[src/rtl/instr_mem_loader_pkg.sv]
// instr_mem_loader_pkg: shared types and constants for the instruction-memory loader
package instr_mem_loader_pkg;
   localparam int INSTR_W = 33;
   localparam int BYTES_PER_INSTR = 5;
   typedef enum logic [2:0] {
      S_IDLE, S_CNT_HI, S_CNT_LO, S_INSTR, S_WRITE, S_CHECK, S_DONE, S_ERROR
   } state_t;
   localparam logic [1:0] ERR_NONE = 2'd0;
   localparam logic [1:0] ERR_CNT  = 2'd1;
   localparam logic [1:0] ERR_PAD  = 2'd2;
   localparam logic [1:0] ERR_CSUM = 2'd3;
endpackage

[src/rtl/instr_mem_loader_if.sv]
// instr_mem_loader_if: byte stream, imem write port and load status of the loader
interface instr_mem_loader_if #(parameter int ADDR_W = 9);
   import instr_mem_loader_pkg::*;
   logic start;
   logic rx_valid;
   logic [7:0] rx_data;
   logic rx_ready;
   logic imem_we;
   logic [ADDR_W-1:0] imem_addr;
   logic [INSTR_W-1:0] imem_wdata;
   logic core_hold;
   logic load_done;
   logic load_err;
   logic [1:0] err_code;
   logic [ADDR_W:0] words_loaded;
   modport master (
      output start, rx_valid, rx_data,
      input rx_ready, imem_we, imem_addr, imem_wdata, core_hold, load_done, load_err, err_code, words_loaded
   );
   modport slave (
      input start, rx_valid, rx_data,
      output rx_ready, imem_we, imem_addr, imem_wdata, core_hold, load_done, load_err, err_code, words_loaded
   );
endinterface

[src/rtl/instr_mem_loader_byte_packer.sv]
// instr_mem_loader_byte_packer: shifts five bytes MSB-first into a 33-bit instruction
module instr_mem_loader_byte_packer
   import instr_mem_loader_pkg::*;
(
   input  logic clk,
   input  logic rst,
   input  logic clr,
   input  logic push,
   input  logic [7:0] data,
   output logic [INSTR_W-1:0] word,
   output logic pad_bad,
   output logic full
);
   logic [2:0] idx;
   assign pad_bad = push && idx == 3'd0 && data[7:1] != 7'd0;
   assign full = push && idx == 3'(BYTES_PER_INSTR - 1);
   // five 8-bit shifts push out everything but bit0 of byte0, which lands in bit32
   always_ff @(posedge clk) begin
      if (rst) begin
         idx <= '0;
         word <= '0;
      end else if (clr) begin
         idx <= '0;
      end else if (push && !pad_bad) begin
         word <= {word[INSTR_W-9:0], data};
         idx <= idx + 3'd1;
      end
   end
endmodule

[src/rtl/instr_mem_loader.sv]
// instr_mem_loader: assembles a checksummed byte stream into instruction-memory writes
// and holds the core until a complete verified image is present.
module instr_mem_loader
   import instr_mem_loader_pkg::*;
#(
   parameter int ADDR_W = 9
)(
   input logic clk,
   input logic rst,
   instr_mem_loader_if.slave bus
);
   localparam logic [16:0] DEPTH = 17'(1) << ADDR_W;
   state_t state, state_n;
   logic [15:0] n;
   logic [15:0] cnt_val;
   logic [ADDR_W:0] words;
   logic [ADDR_W:0] words_inc;
   logic [7:0] csum;
   logic [1:0] err, err_n;
   logic xfer, start_ok, pad_bad, full, cnt_big;
   logic [INSTR_W-1:0] word;
   assign start_ok = bus.start && (state == S_IDLE || state == S_DONE || state == S_ERROR);
   assign bus.rx_ready = state inside {S_CNT_HI, S_CNT_LO, S_INSTR, S_CHECK};
   assign xfer = bus.rx_valid && bus.rx_ready;
   assign cnt_val = {n[15:8], bus.rx_data};
   assign cnt_big = {1'b0, cnt_val} > DEPTH;
   assign words_inc = words + 1'b1;
   instr_mem_loader_byte_packer u_packer (
      .clk(clk),
      .rst(rst),
      .clr(state == S_WRITE || start_ok),
      .push(xfer && state == S_INSTR),
      .data(bus.rx_data),
      .word(word),
      .pad_bad(pad_bad),
      .full(full)
   );
   always_comb begin
      state_n = state;
      err_n = start_ok ? ERR_NONE : err;
      case (state)
         S_IDLE, S_DONE, S_ERROR: state_n = start_ok ? S_CNT_HI : state;
         S_CNT_HI: state_n = xfer ? S_CNT_LO : state;
         S_CNT_LO: begin
            state_n = !xfer ? state : cnt_big ? S_ERROR : cnt_val == 16'd0 ? S_CHECK : S_INSTR;
            err_n = xfer && cnt_big ? ERR_CNT : err;
         end
         S_INSTR: begin
            state_n = pad_bad ? S_ERROR : full ? S_WRITE : state;
            err_n = pad_bad ? ERR_PAD : err;
         end
         S_WRITE: state_n = 16'(words_inc) == n ? S_CHECK : S_INSTR;
         S_CHECK: begin
            state_n = !xfer ? state : bus.rx_data == csum ? S_DONE : S_ERROR;
            err_n = xfer && bus.rx_data != csum ? ERR_CSUM : err;
         end
         default: state_n = S_IDLE;
      endcase
   end
   // the checksum byte itself is excluded from the running XOR
   always_ff @(posedge clk) begin
      if (rst) begin
         state <= S_IDLE;
         n <= '0;
         words <= '0;
         csum <= '0;
         err <= ERR_NONE;
      end else begin
         state <= state_n;
         err <= err_n;
         if (start_ok) begin
            n <= '0;
            words <= '0;
            csum <= '0;
         end else begin
            if (xfer && state != S_CHECK) csum <= csum ^ bus.rx_data;
            if (xfer && state == S_CNT_HI) n[15:8] <= bus.rx_data;
            if (xfer && state == S_CNT_LO) n[7:0] <= bus.rx_data;
            if (state == S_WRITE) words <= words_inc;
         end
      end
   end
   assign bus.imem_we = state == S_WRITE;
   assign bus.imem_addr = words[ADDR_W-1:0];
   assign bus.imem_wdata = word;
   assign bus.core_hold = state != S_DONE;
   assign bus.load_done = state == S_DONE;
   assign bus.load_err = state == S_ERROR;
   assign bus.err_code = err;
   assign bus.words_loaded = words;
endmodule

[src/flat_wrapper.sv]
// flat-port wrapper written by rule: the top's interface ports become plain ports
module instr_mem_loader_flat import instr_mem_loader_pkg::*;
#(
   parameter int ADDR_W = 9
)
  (clk, rst, bus_start, bus_rx_valid, bus_rx_data, bus_rx_ready, bus_imem_we, bus_imem_addr, bus_imem_wdata, bus_core_hold, bus_load_done, bus_load_err, bus_err_code, bus_words_loaded);
  instr_mem_loader_if #(.ADDR_W(ADDR_W)) bus_i ();
  input logic clk;
  input logic rst;
  input wire logic [$bits(bus_i.start)-1:0] bus_start;
  input wire logic [$bits(bus_i.rx_valid)-1:0] bus_rx_valid;
  input wire logic [$bits(bus_i.rx_data)-1:0] bus_rx_data;
  output wire logic [$bits(bus_i.rx_ready)-1:0] bus_rx_ready;
  output wire logic [$bits(bus_i.imem_we)-1:0] bus_imem_we;
  output wire logic [$bits(bus_i.imem_addr)-1:0] bus_imem_addr;
  output wire logic [$bits(bus_i.imem_wdata)-1:0] bus_imem_wdata;
  output wire logic [$bits(bus_i.core_hold)-1:0] bus_core_hold;
  output wire logic [$bits(bus_i.load_done)-1:0] bus_load_done;
  output wire logic [$bits(bus_i.load_err)-1:0] bus_load_err;
  output wire logic [$bits(bus_i.err_code)-1:0] bus_err_code;
  output wire logic [$bits(bus_i.words_loaded)-1:0] bus_words_loaded;
  assign bus_i.start = bus_start;
  assign bus_i.rx_valid = bus_rx_valid;
  assign bus_i.rx_data = bus_rx_data;
  assign bus_rx_ready = bus_i.rx_ready;
  assign bus_imem_we = bus_i.imem_we;
  assign bus_imem_addr = bus_i.imem_addr;
  assign bus_imem_wdata = bus_i.imem_wdata;
  assign bus_core_hold = bus_i.core_hold;
  assign bus_load_done = bus_i.load_done;
  assign bus_load_err = bus_i.load_err;
  assign bus_err_code = bus_i.err_code;
  assign bus_words_loaded = bus_i.words_loaded;
  instr_mem_loader #(.ADDR_W(ADDR_W)) u_core (.clk(clk), .rst(rst), .bus(bus_i));
endmodule
[config.mk]
export PLATFORM = sky130hd
export DESIGN_NAME = instr_mem_loader_flat
export DESIGN_NICKNAME = d
export VERILOG_FILES = /design/src/rtl/instr_mem_loader_pkg.sv /design/src/rtl/instr_mem_loader_if.sv /design/src/rtl/instr_mem_loader_byte_packer.sv /design/src/rtl/instr_mem_loader.sv /design/src/flat_wrapper.sv
export SDC_FILE = /design/constraint.sdc
export NUM_CORES = 1
export LEC_CHECK = 0
export CAP_MARGIN = 30
export CELL_PAD_IN_SITES_DETAIL_PLACEMENT = 1
export CELL_PAD_IN_SITES_GLOBAL_PLACEMENT = 1
export CORE_ASPECT_RATIO = 1.4
export CORE_MARGIN = 3
export CORE_UTILIZATION = 38
export CTS_CLUSTER_DIAMETER = 120
export DETAILED_ROUTE_END_ITERATION = 7
export PLACE_DENSITY = 0.87
export SYNTH_ARGS = -nofsm -noshare
export SYNTH_HDL_FRONTEND = slang
export SYNTH_SLANG_ARGS = --single-unit
[constraint.sdc]
create_clock -name clk -period 2.5 [get_ports clk]
set_input_delay 0.5 -clock clk [delete_from_list [all_inputs] [get_ports clk]]
set_output_delay 0.5 -clock clk [all_outputs]
set_load 0.05 [all_outputs]
==> flow_metrics.tcl, run 1 <==
set metrics [dict create \
    ys_warn_count 0 \
    synth.top_cell.area_share_pct 42.0 \
    min-delay-path-class "flop to flop" \
    cts_resized 0 \
    ctsHtreeMaxLevel 3 \
    areaGrowthSynthToFinish_pct 35.0 \
    status "complete, no violations" \
    fin_nets 547 \
    place_hpwl_um 7920 \
    final_common_cell "nand2_1" \
    dp.cells 628 \
    synth_area_leaders "dfxtp_1 42%, nand2_1 13%, a21oi_1 8.0%" \
    drt_iter0_drc 196 \
    mostFrequentLayoutCells "125 x nand2_1, 73 x dfxtp_1, 65 x clkdlybuf4s50_1" \
    met2_usage_pct 42.0 \
    syn_area_um2 3570 \
    drive_above_1_share_pct 12.3 \
    pwr-share-comb_pct 12.5 \
    tns_ns 0 \
    critPathLaunch "bus_rx_valid" \
    die_x_um 88.0 \
    globalplace.congestion 0.828 \
    ant_nets 0 \
    worst_slew_pin_slew_ns 0.562 \
    synthArstFlopShare_pct 0 \
    clk_latency_ns 0.34 \
    drt-pass1-iter-count 4 \
    port_buffers 70 \
    drc_errors 0 \
    final-hold-violation-count 0 \
    path_clk_slew_ns 0.06 \
    drv_cap 0 \
    crit_required_ns 2.72 \
    max-clock-path-buffers 2 \
    instances_no_fill 644 \
    multi_input_area_um2 1860 \
    synth_area_leader_cell "dfxtp_1" \
    use_met1_pct 23.1 \
    arrival_ns 2.57 \
    ir_drop_mv 0.403 \
    grt_usage_pct 22.5 \
    p_leak_nw 1.78 \
    layout_min_cycle_time_ns 2.35 \
    p_int_mw 2.30 \
    p_switching_mw 0.783 \
    finalCritPeriodShare_pct 93.9 \
    synth_nets 469 \
    wl_um 11300 \
    holdWs_ns 0.454 \
    grt_max_degree 38 \
    seq_area_frac_synth_pct 42.0 \
    clockPowerShare_pct 46.7 \
    routed_via_density 5.40 \
    die_area_um2 10600 \
    ys_seq_elements 75 \
    io_pins 71 \
    fp.dieH_um 121 \
    place_worst_setup_slack_ns -0.143 \
    final_util_pct 53.1 \
    swShare_pct 25.4 \
    path_max_fanout 5 \
    grt_pass1_wl_um 18600 \
    final_area_um2 4820 \
    top_usage_layer "met2" \
    grt_pass1_vias 3732 \
    slew_headroom_pct 62.4 \
    met3_usage_pct 5.86 \
    postCtsHoldBufs 0 \
    end_kind "flop" \
    powerDensity_nw_per_um2 640 \
    power_mw 3.09 \
    max_clock_freq_mhz 426 \
    min-delay-start "u_core.n[15]" \
    synth_edf_count 0 \
    synth_flop_cell "dfxtp_1" \
    rsz0062_at_grt "false" \
    cts_setup_buffers 0 \
    fin_ws_ns 0.154 \
    core_um2 9080 \
    root_buffer "clkbuf_16" \
    criticalPathCategory "primary input to flop" \
    fill_cells 1107 \
    syn_avg_cell_area_um2 7.87 \
    startpoint_type "primary input" \
    synth_cells 454 \
    final-seq-area_um2 1500 \
    num_rows 41 \
    maxSlewViolCount 0 \
    routedWlPerCell_um 17.5 \
    seqPwrFrac_pct 40.8 \
    cts_tree "done" \
    cts.sinks 75 \
    ys_types 54 \
    tritoncts.num_buffers 9 \
    rr_startpoint "u_core.state[0]" \
    gr-total-overflow 0 \
    antenna_cells 0 \
    placed_area_um2 4490 \
    antenna_found_initial 0 \
    clock_skew_ns 0.00679 \
    initial_core_util_pct 39.4 \
    num_vias 3477 \
    setup_viol 0 \
]
==> critical path, stage by stage <==
cell,delay [ns]
clkdlybuf4s50_1,0.59
buf_4,0.17
nand3b_1,0.11
a211oi_2,0.26
buf_4,0.20
nor2_1,0.06
a31oi_1,0.23
a31oi_1,0.12
a2111oi_1,0.33
==> final timing paths <==
check	cells past startpoint	slack, ns	endpoint
worst max register to register	6	0.23	u_core.state[2]
worst max-delay path	9	0.15	u_core.bus.err_code[0]
worst min-delay path	2	0.45	u_core.n[15]
worst min register to register	2	0.45	u_core.n[15]
==> sequential cells by signal (all words and copies together) (netlist names) <==
register,count
u_core.u_packer.idx,3
u_core.bus.err_code,2
u_core.state,3
u_core.u_packer.word,33
u_core.csum,8
u_core.n,16
u_core.bus.words_loaded,10
==> kinds of logic after synthesis <==
group           Yosys count  synth area share, %
xor+xnor                 40                 9.80
fa+ha+maj                 3                 1.05
simple gates            204                 25.7
flops                    75                 42.0
buf+inv                  42                 6.23
mux                       3                0.875
compound gates           87                 14.3
==> cell type report <==
| type | instances | area share (%) |
|---|---|---|
| multi-input cells | 337 | 38.5 |
| flip-flops and latches | 75 | 31.2 |
| repair buffers | 101 | 20.1 |
| clock buffers | 12 | 5.32 |
| well taps | 107 | 2.77 |
| clock inverters | 4 | 1.50 |
| inverters | 8 | 0.622 |
==> synth_stat cells, types with 2 or more instances <==
library cell,n
nand3_1,8
nand3b_1,2
and3_1,5
o21ai_0,8
a31oi_1,5
a21oi_1,57
clkbuf_1,11
nor2b_1,4
ha_1,3
nor3_1,8
nand2_1,125
nor4_1,4
o311a_1,2
mux2i_1,2
xor2_1,25
inv_1,7
xnor2_1,15
nor2_1,30
or3_1,2
buf_2,8
a21o_1,3
buf_1,3
nand4_1,3
dfxtp_1,75
buf_4,10
==> power by group through the flow <==
stage | logic (mW) | clock network [mW] | registers (mW)
2_1_floorplan | 0.209 | 0 | 1.29
3_3_place_gp | 0.363 | 0 | 1.28
3_5_place_dp | 0.379 | 0 | 1.28
4_1_cts | 0.386 | 1.45 | 1.26
5_1_grt | 0.419 | 1.50 | 1.26
6_report | 0.386 | 1.44 | 1.26
==> per-layer routing <==
metal	wire length [um]	share of wire, %	vias to the layer above
met5	0	0	-
met2	6310	56	90
met4	280	2.5	0
li1	-	-	1657
met3	525	4.6	22
met1	4180	37	1708
Power figures use the tool's default switching activity.
==> run 2: changes to the inputs <==
--- a/config.mk
+++ b/config.mk
@@ -9,10 +9,10 @@
 export CELL_PAD_IN_SITES_DETAIL_PLACEMENT = 1
 export CELL_PAD_IN_SITES_GLOBAL_PLACEMENT = 1
 export CORE_ASPECT_RATIO = 1.4
-export CORE_MARGIN = 3
 export CORE_UTILIZATION = 38
 export CTS_CLUSTER_DIAMETER = 120
 export DETAILED_ROUTE_END_ITERATION = 7
+export HOLD_SLACK_MARGIN = 0.1
 export PLACE_DENSITY = 0.87
 export SYNTH_ARGS = -nofsm -noshare
 export SYNTH_HDL_FRONTEND = slang
==> flow_metrics.tcl, run 2 (synthesized netlist as in run 1, its figures left out) <==
set metrics [dict create \
    holdWs_ns 0.461 \
    clock_skew_ns 0.0112 \
    grt_pass1_wl_um 18500 \
    finalCritPeriodShare_pct 91.1 \
    mostFrequentLayoutCells "125 x nand2_1, 73 x dfxtp_1, 65 x clkdlybuf4s50_1" \
    cts_tree "done" \
    p_leak_nw 1.77 \
    min-delay-path-class "flop to flop" \
    powerDensity_nw_per_um2 610 \
    initial_core_util_pct 39.4 \
    largest_reg_flops 33 \
    tns_ns 0 \
    final_area_um2 4790 \
    cp.depth 5 \
    port_buffers 70 \
    fin_nets 548 \
    final-hold-violation-count 0 \
    rsz0062_at_grt "false" \
    io_pins 71 \
    drv_cap 0 \
    path_clk_slew_ns 0.06 \
    grt_pass1_vias 3773 \
    rr_startpoint "u_core.bus.words_loaded[2]" \
    wl_um 11400 \
    maxSlewViolCount 0 \
    end_kind "primary output" \
    fp.dieH_um 117 \
    worst-path-buf-inv 3 \
    cp_slowest_stage_delay_ns 0.50 \
    routed_via_density 5.43 \
    cp-endpoint "bus_load_done" \
    max-clock-path-buffers 2 \
    crit_required_ns 2.00 \
    place_worst_setup_slack_ns -0.0656 \
    criticalPathCategory "flop to primary output" \
    final_util_pct 52.7 \
    routedWlPerCell_um 17.6 \
    drt_iter0_drc 164 \
    areaGrowthSynthToFinish_pct 34.0 \
    setup_viol 0 \
    place_hpwl_um 7820 \
    seqPwrFrac_pct 43.2 \
    regMostFlops "u_core.u_packer.word" \
    fill_cells 1077 \
    critPathLaunch "u_core.state[1]" \
    drt-pass1-iter-count 6 \
    p_int_mw 2.15 \
    drc_errors 12 \
    path_max_fanout 12 \
    ctsHtreeMaxLevel 3 \
    die_x_um 84.0 \
    gr-total-overflow 0 \
    postCtsHoldBufs 0 \
    instances_no_fill 645 \
    swShare_pct 26.5 \
    ir_drop_mv 0.346 \
    fin_ws_ns 0.221 \
    dp.cells 629 \
    cpMaxStageDelayCell "dfxtp_2" \
    max_clock_freq_mhz 439 \
    ant_nets 0 \
    r2r_setup_slack_ns 0.28 \
    reg2reg_depth 5 \
    violations "DRC" \
    pwr-share-comb_pct 13.3 \
    worst_slew_pin_slew_ns 0.588 \
    tritoncts.num_buffers 9 \
    regToRegEndpoint "u_core.state[1]" \
    cts.sinks 75 \
    antenna_cells 0 \
    p_switching_mw 0.773 \
    clk_latency_ns 0.34 \
    num_vias 3500 \
    core_um2 9080 \
    path_cells "buf_4 > nor2b_1 > nand2_1 > inv_1 > buf_12" \
    root_buffer "clkbuf_16" \
    cp_top_family "flip-flops" \
    num_rows 41 \
    power_mw 2.92 \
    arrival_ns 1.78 \
    status "finished with violations" \
    final_common_cell "nand2_1" \
    grt_max_degree 38 \
    die_area_um2 9800 \
    grt_usage_pct 24.2 \
    drive_above_1_share_pct 12.3 \
    clockPowerShare_pct 43.5 \
    placed_area_um2 4500 \
    slew_headroom_pct 60.7 \
    antenna_found_initial 0 \
    startpoint_type "flop" \
    layout_min_cycle_time_ns 2.28 \
    globalplace.congestion 0.885 \
]
==> run 2: cell types whose count changed in the layout (fill, tap and decap cells not counted), sizes merged <==
cell      change
clkinvlp      -1
buf           +1
clkbuf        -1
bufinv        -1
clkinv        +3
==> run 2: cell type report <==
| class | instances | area (um2) | area share [%] |
|---|---|---|---|
| flip-flops and latches | 75 | 1500 | 31.4 |
| inverters | 8 | 30.0 | 0.627 |
| repair buffers | 102 | 978 | 20.4 |
| clock inverters | 5 | 53.8 | 1.12 |
| clock buffers | 11 | 233 | 4.86 |
| multi-input cells | 337 | 1860 | 38.8 |
| well taps | 107 | 134 | 2.80 |
==> run 2: worst min path at each step <==
stage,endpoint,start,slack (ns),cells after the start
after floorplan,u_core.n[15],u_core.n[15],0.44,2
after global placement,u_core.n[11],u_core.n[11],0.44,2
after detailed placement,u_core.u_packer.word[32],u_core.u_packer.word[32],0.45,2
after CTS,u_core.u_packer.word[32],u_core.u_packer.word[32],0.46,2
after global routing,u_core.u_packer.word[32],u_core.u_packer.word[32],0.48,2
final,u_core.u_packer.word[32],u_core.u_packer.word[32],0.46,2
==> run 2: timing repair <==
| item | in CTS | in global routing |
|---|---|---|
| setup endpoints to repair | 0 | 2 |
| resized for setup | 0 | 1 |
| setup buffers | 0 | 0 |
==> run 2: power groups by stage <==
stage,registers [mW],clock network [mW],logic [mW]
finish,1.26,1.27,0.389
global route,1.26,1.34,0.418
CTS,1.26,1.29,0.389
detailed placement,1.28,0,0.380
global placement,1.28,0,0.364
floorplan,1.29,0,0.209
==> run 2: worst min-delay path: stages (launching register included) <==
cell     delay (ns)
dfxtp_1        0.31
nand2_1        0.05
a21oi_1        0.05
==> run 2: per-layer routing <==
metal	part of all wire, %	up-vias	global-route usage, %
li1	-	1663	-
met2	54	100	46.5
met5	0	-	0
met4	3.8	0	13.0
met1	37	1699	24.0
met3	4.5	38	5.94
==> run 3: changes to the inputs <==
--- a/config.mk
+++ b/config.mk
@@ -9,11 +9,11 @@
 export CELL_PAD_IN_SITES_DETAIL_PLACEMENT = 1
 export CELL_PAD_IN_SITES_GLOBAL_PLACEMENT = 1
 export CORE_ASPECT_RATIO = 1.4
-export CORE_UTILIZATION = 38
+export CORE_UTILIZATION = 35
 export CTS_CLUSTER_DIAMETER = 120
 export DETAILED_ROUTE_END_ITERATION = 7
 export HOLD_SLACK_MARGIN = 0.1
-export PLACE_DENSITY = 0.87
+export PLACE_DENSITY = 0.82
 export SYNTH_ARGS = -nofsm -noshare
 export SYNTH_HDL_FRONTEND = slang
 export SYNTH_SLANG_ARGS = --single-unit
==> flow_metrics.tcl, run 3 (synthesized netlist as in run 1, its figures left out) <==
set metrics [dict create \
    num_vias 3386 \
    antenna_cells 0 \
    crit_required_ns 2.00 \
    grt_max_degree 38 \
    cp_slowest_stage_delay_ns 0.62 \
    p_leak_nw 1.76 \
    power_mw 3.04 \
    powerDensity_nw_per_um2 631 \
    cts.sinks 75 \
    min-delay-path-class "flop to flop" \
    placed_area_um2 4500 \
    arrival_ns 1.85 \
    fill_cells 1199 \
    startpoint_type "flop" \
    holdWs_ns 0.453 \
    cp.depth 4 \
    drt_iter0_drc 162 \
    worst_slew_pin_slew_ns 0.521 \
    end_kind "primary output" \
    path_max_fanout 13 \
    final-hold-violation-count 0 \
    criticalPathCategory "flop to primary output" \
    routedWlPerCell_um 16.0 \
    postCtsHoldBufs 0 \
    routed_via_density 5.08 \
    fin_ws_ns 0.154 \
    slew_headroom_pct 65.2 \
    grt_usage_pct 21.0 \
    r2r_setup_slack_ns 0.25 \
    clock_skew_ns 0.00810 \
    ir_drop_mv 0.410 \
    num_rows 43 \
    drive_above_1_share_pct 11.5 \
    fin_nets 543 \
    die_area_um2 10600 \
    initial_core_util_pct 36.1 \
    place_worst_setup_slack_ns -0.0757 \
    cp_top_family "flip-flops" \
    place_hpwl_um 7410 \
    drc_errors 0 \
    ctsHtreeMaxLevel 3 \
    gr-total-overflow 0 \
    rsz0062_at_grt "false" \
    clk_latency_ns 0.34 \
    worst-path-buf-inv 2 \
    drt-pass1-iter-count 5 \
    io_pins 71 \
    setup_viol 0 \
    cts_tree "done" \
    multi_input_area_um2 1860 \
    tns_ns 0 \
    die_x_um 87.4 \
    maxSlewViolCount 0 \
    antenna_found_initial 0 \
    fp.dieH_um 122 \
    tritoncts.num_buffers 9 \
    instances_no_fill 667 \
    status "complete, no violations" \
    final-seq-area_um2 1500 \
    regMostFlops "u_core.u_packer.word" \
    finalCritPeriodShare_pct 93.9 \
    path_clk_slew_ns 0.06 \
    reg2reg_depth 7 \
    final_util_pct 48.6 \
    mostFrequentLayoutCells "125 x nand2_1, 73 x dfxtp_1, 65 x clkdlybuf4s50_1" \
    ant_nets 0 \
    final_common_cell "nand2_1" \
    dp.cells 652 \
    grt_pass1_vias 3543 \
    min_delay_path_depth 2 \
    max-clock-path-buffers 2 \
    core_um2 9900 \
    drv_cap 0 \
    root_buffer "clkbuf_16" \
    path_cells "nor2_1 > nand2_1 > clkinv_1 > buf_4" \
    cpMaxStageDelayCell "dfxtp_1" \
    final_area_um2 4820 \
    globalplace.congestion 0.865 \
    layout_min_cycle_time_ns 2.35 \
    max_clock_freq_mhz 426 \
    areaGrowthSynthToFinish_pct 34.8 \
    port_buffers 70 \
    largest_reg_flops 33 \
    wl_um 10600 \
    grt_pass1_wl_um 17300 \
]
-- run 3: cell count changes in the layout (fill, tap and decap cells not counted), sizes merged --
cell / change
buf: -5
bufinv: +1
clkinv: -3
inv: +1
-- run 3: repair_timing --
item                       4_1_cts  5_1_grt
setup buffers                    0        0
gates resized for setup          0        1
setup endpoints to repair        0        1
-- run 3: path summary, 6_finish.rpt --
| check | startpoint | end |
|---|---|---|
| worst max-delay path | u_core.state[0] | bus_imem_we |
| worst min-delay path | u_core.u_packer.word[29] | u_core.u_packer.word[29] |
| worst max register to register | u_core.bus.words_loaded[0] | u_core.state[1] |
| worst min register to register | u_core.u_packer.word[29] | u_core.u_packer.word[29] |
-- run 3: report_power, final --
group,switching (mW),internal [mW]
Clock,0.507,0.898
Sequential,0.0351,1.22
Combinational,0.224,0.154
Total,0.766,2.27
-- run 3: area by class of cell --
cell class | instances | share of cell area [%]
Multi-Input combinational cell | 337 | 38.5
Sequential cell | 75 | 31.2
Timing Repair Buffer | 97 | 19.5
Clock buffer | 11 | 5.04
Tap cell | 135 | 3.51
Clock inverter | 4 | 1.53
Inverter | 8 | 0.624
-- run 3: worst reg2reg max path, stage by stage, from the launching register on --
cell and delay, ns:
dfxtp_1 0.46, ha_1 0.22, nand3_1 0.16, or2_4 0.30
xnor2_1 0.19, nand2_2 0.07, or4_4 0.54, o21a_1 0.20
-- run 3: metal layers --
| metal | routed length, um | vias up | global-route usage [%] |
|---|---|---|---|
| met4 | 334 | 0 | 10.6 |
| li1 | - | 1649 | - |
| met1 | 4170 | 1634 | 22.7 |
| met2 | 5640 | 77 | 37.6 |
| met3 | 491 | 26 | 5.01 |
| met5 | 0 | - | 0 |
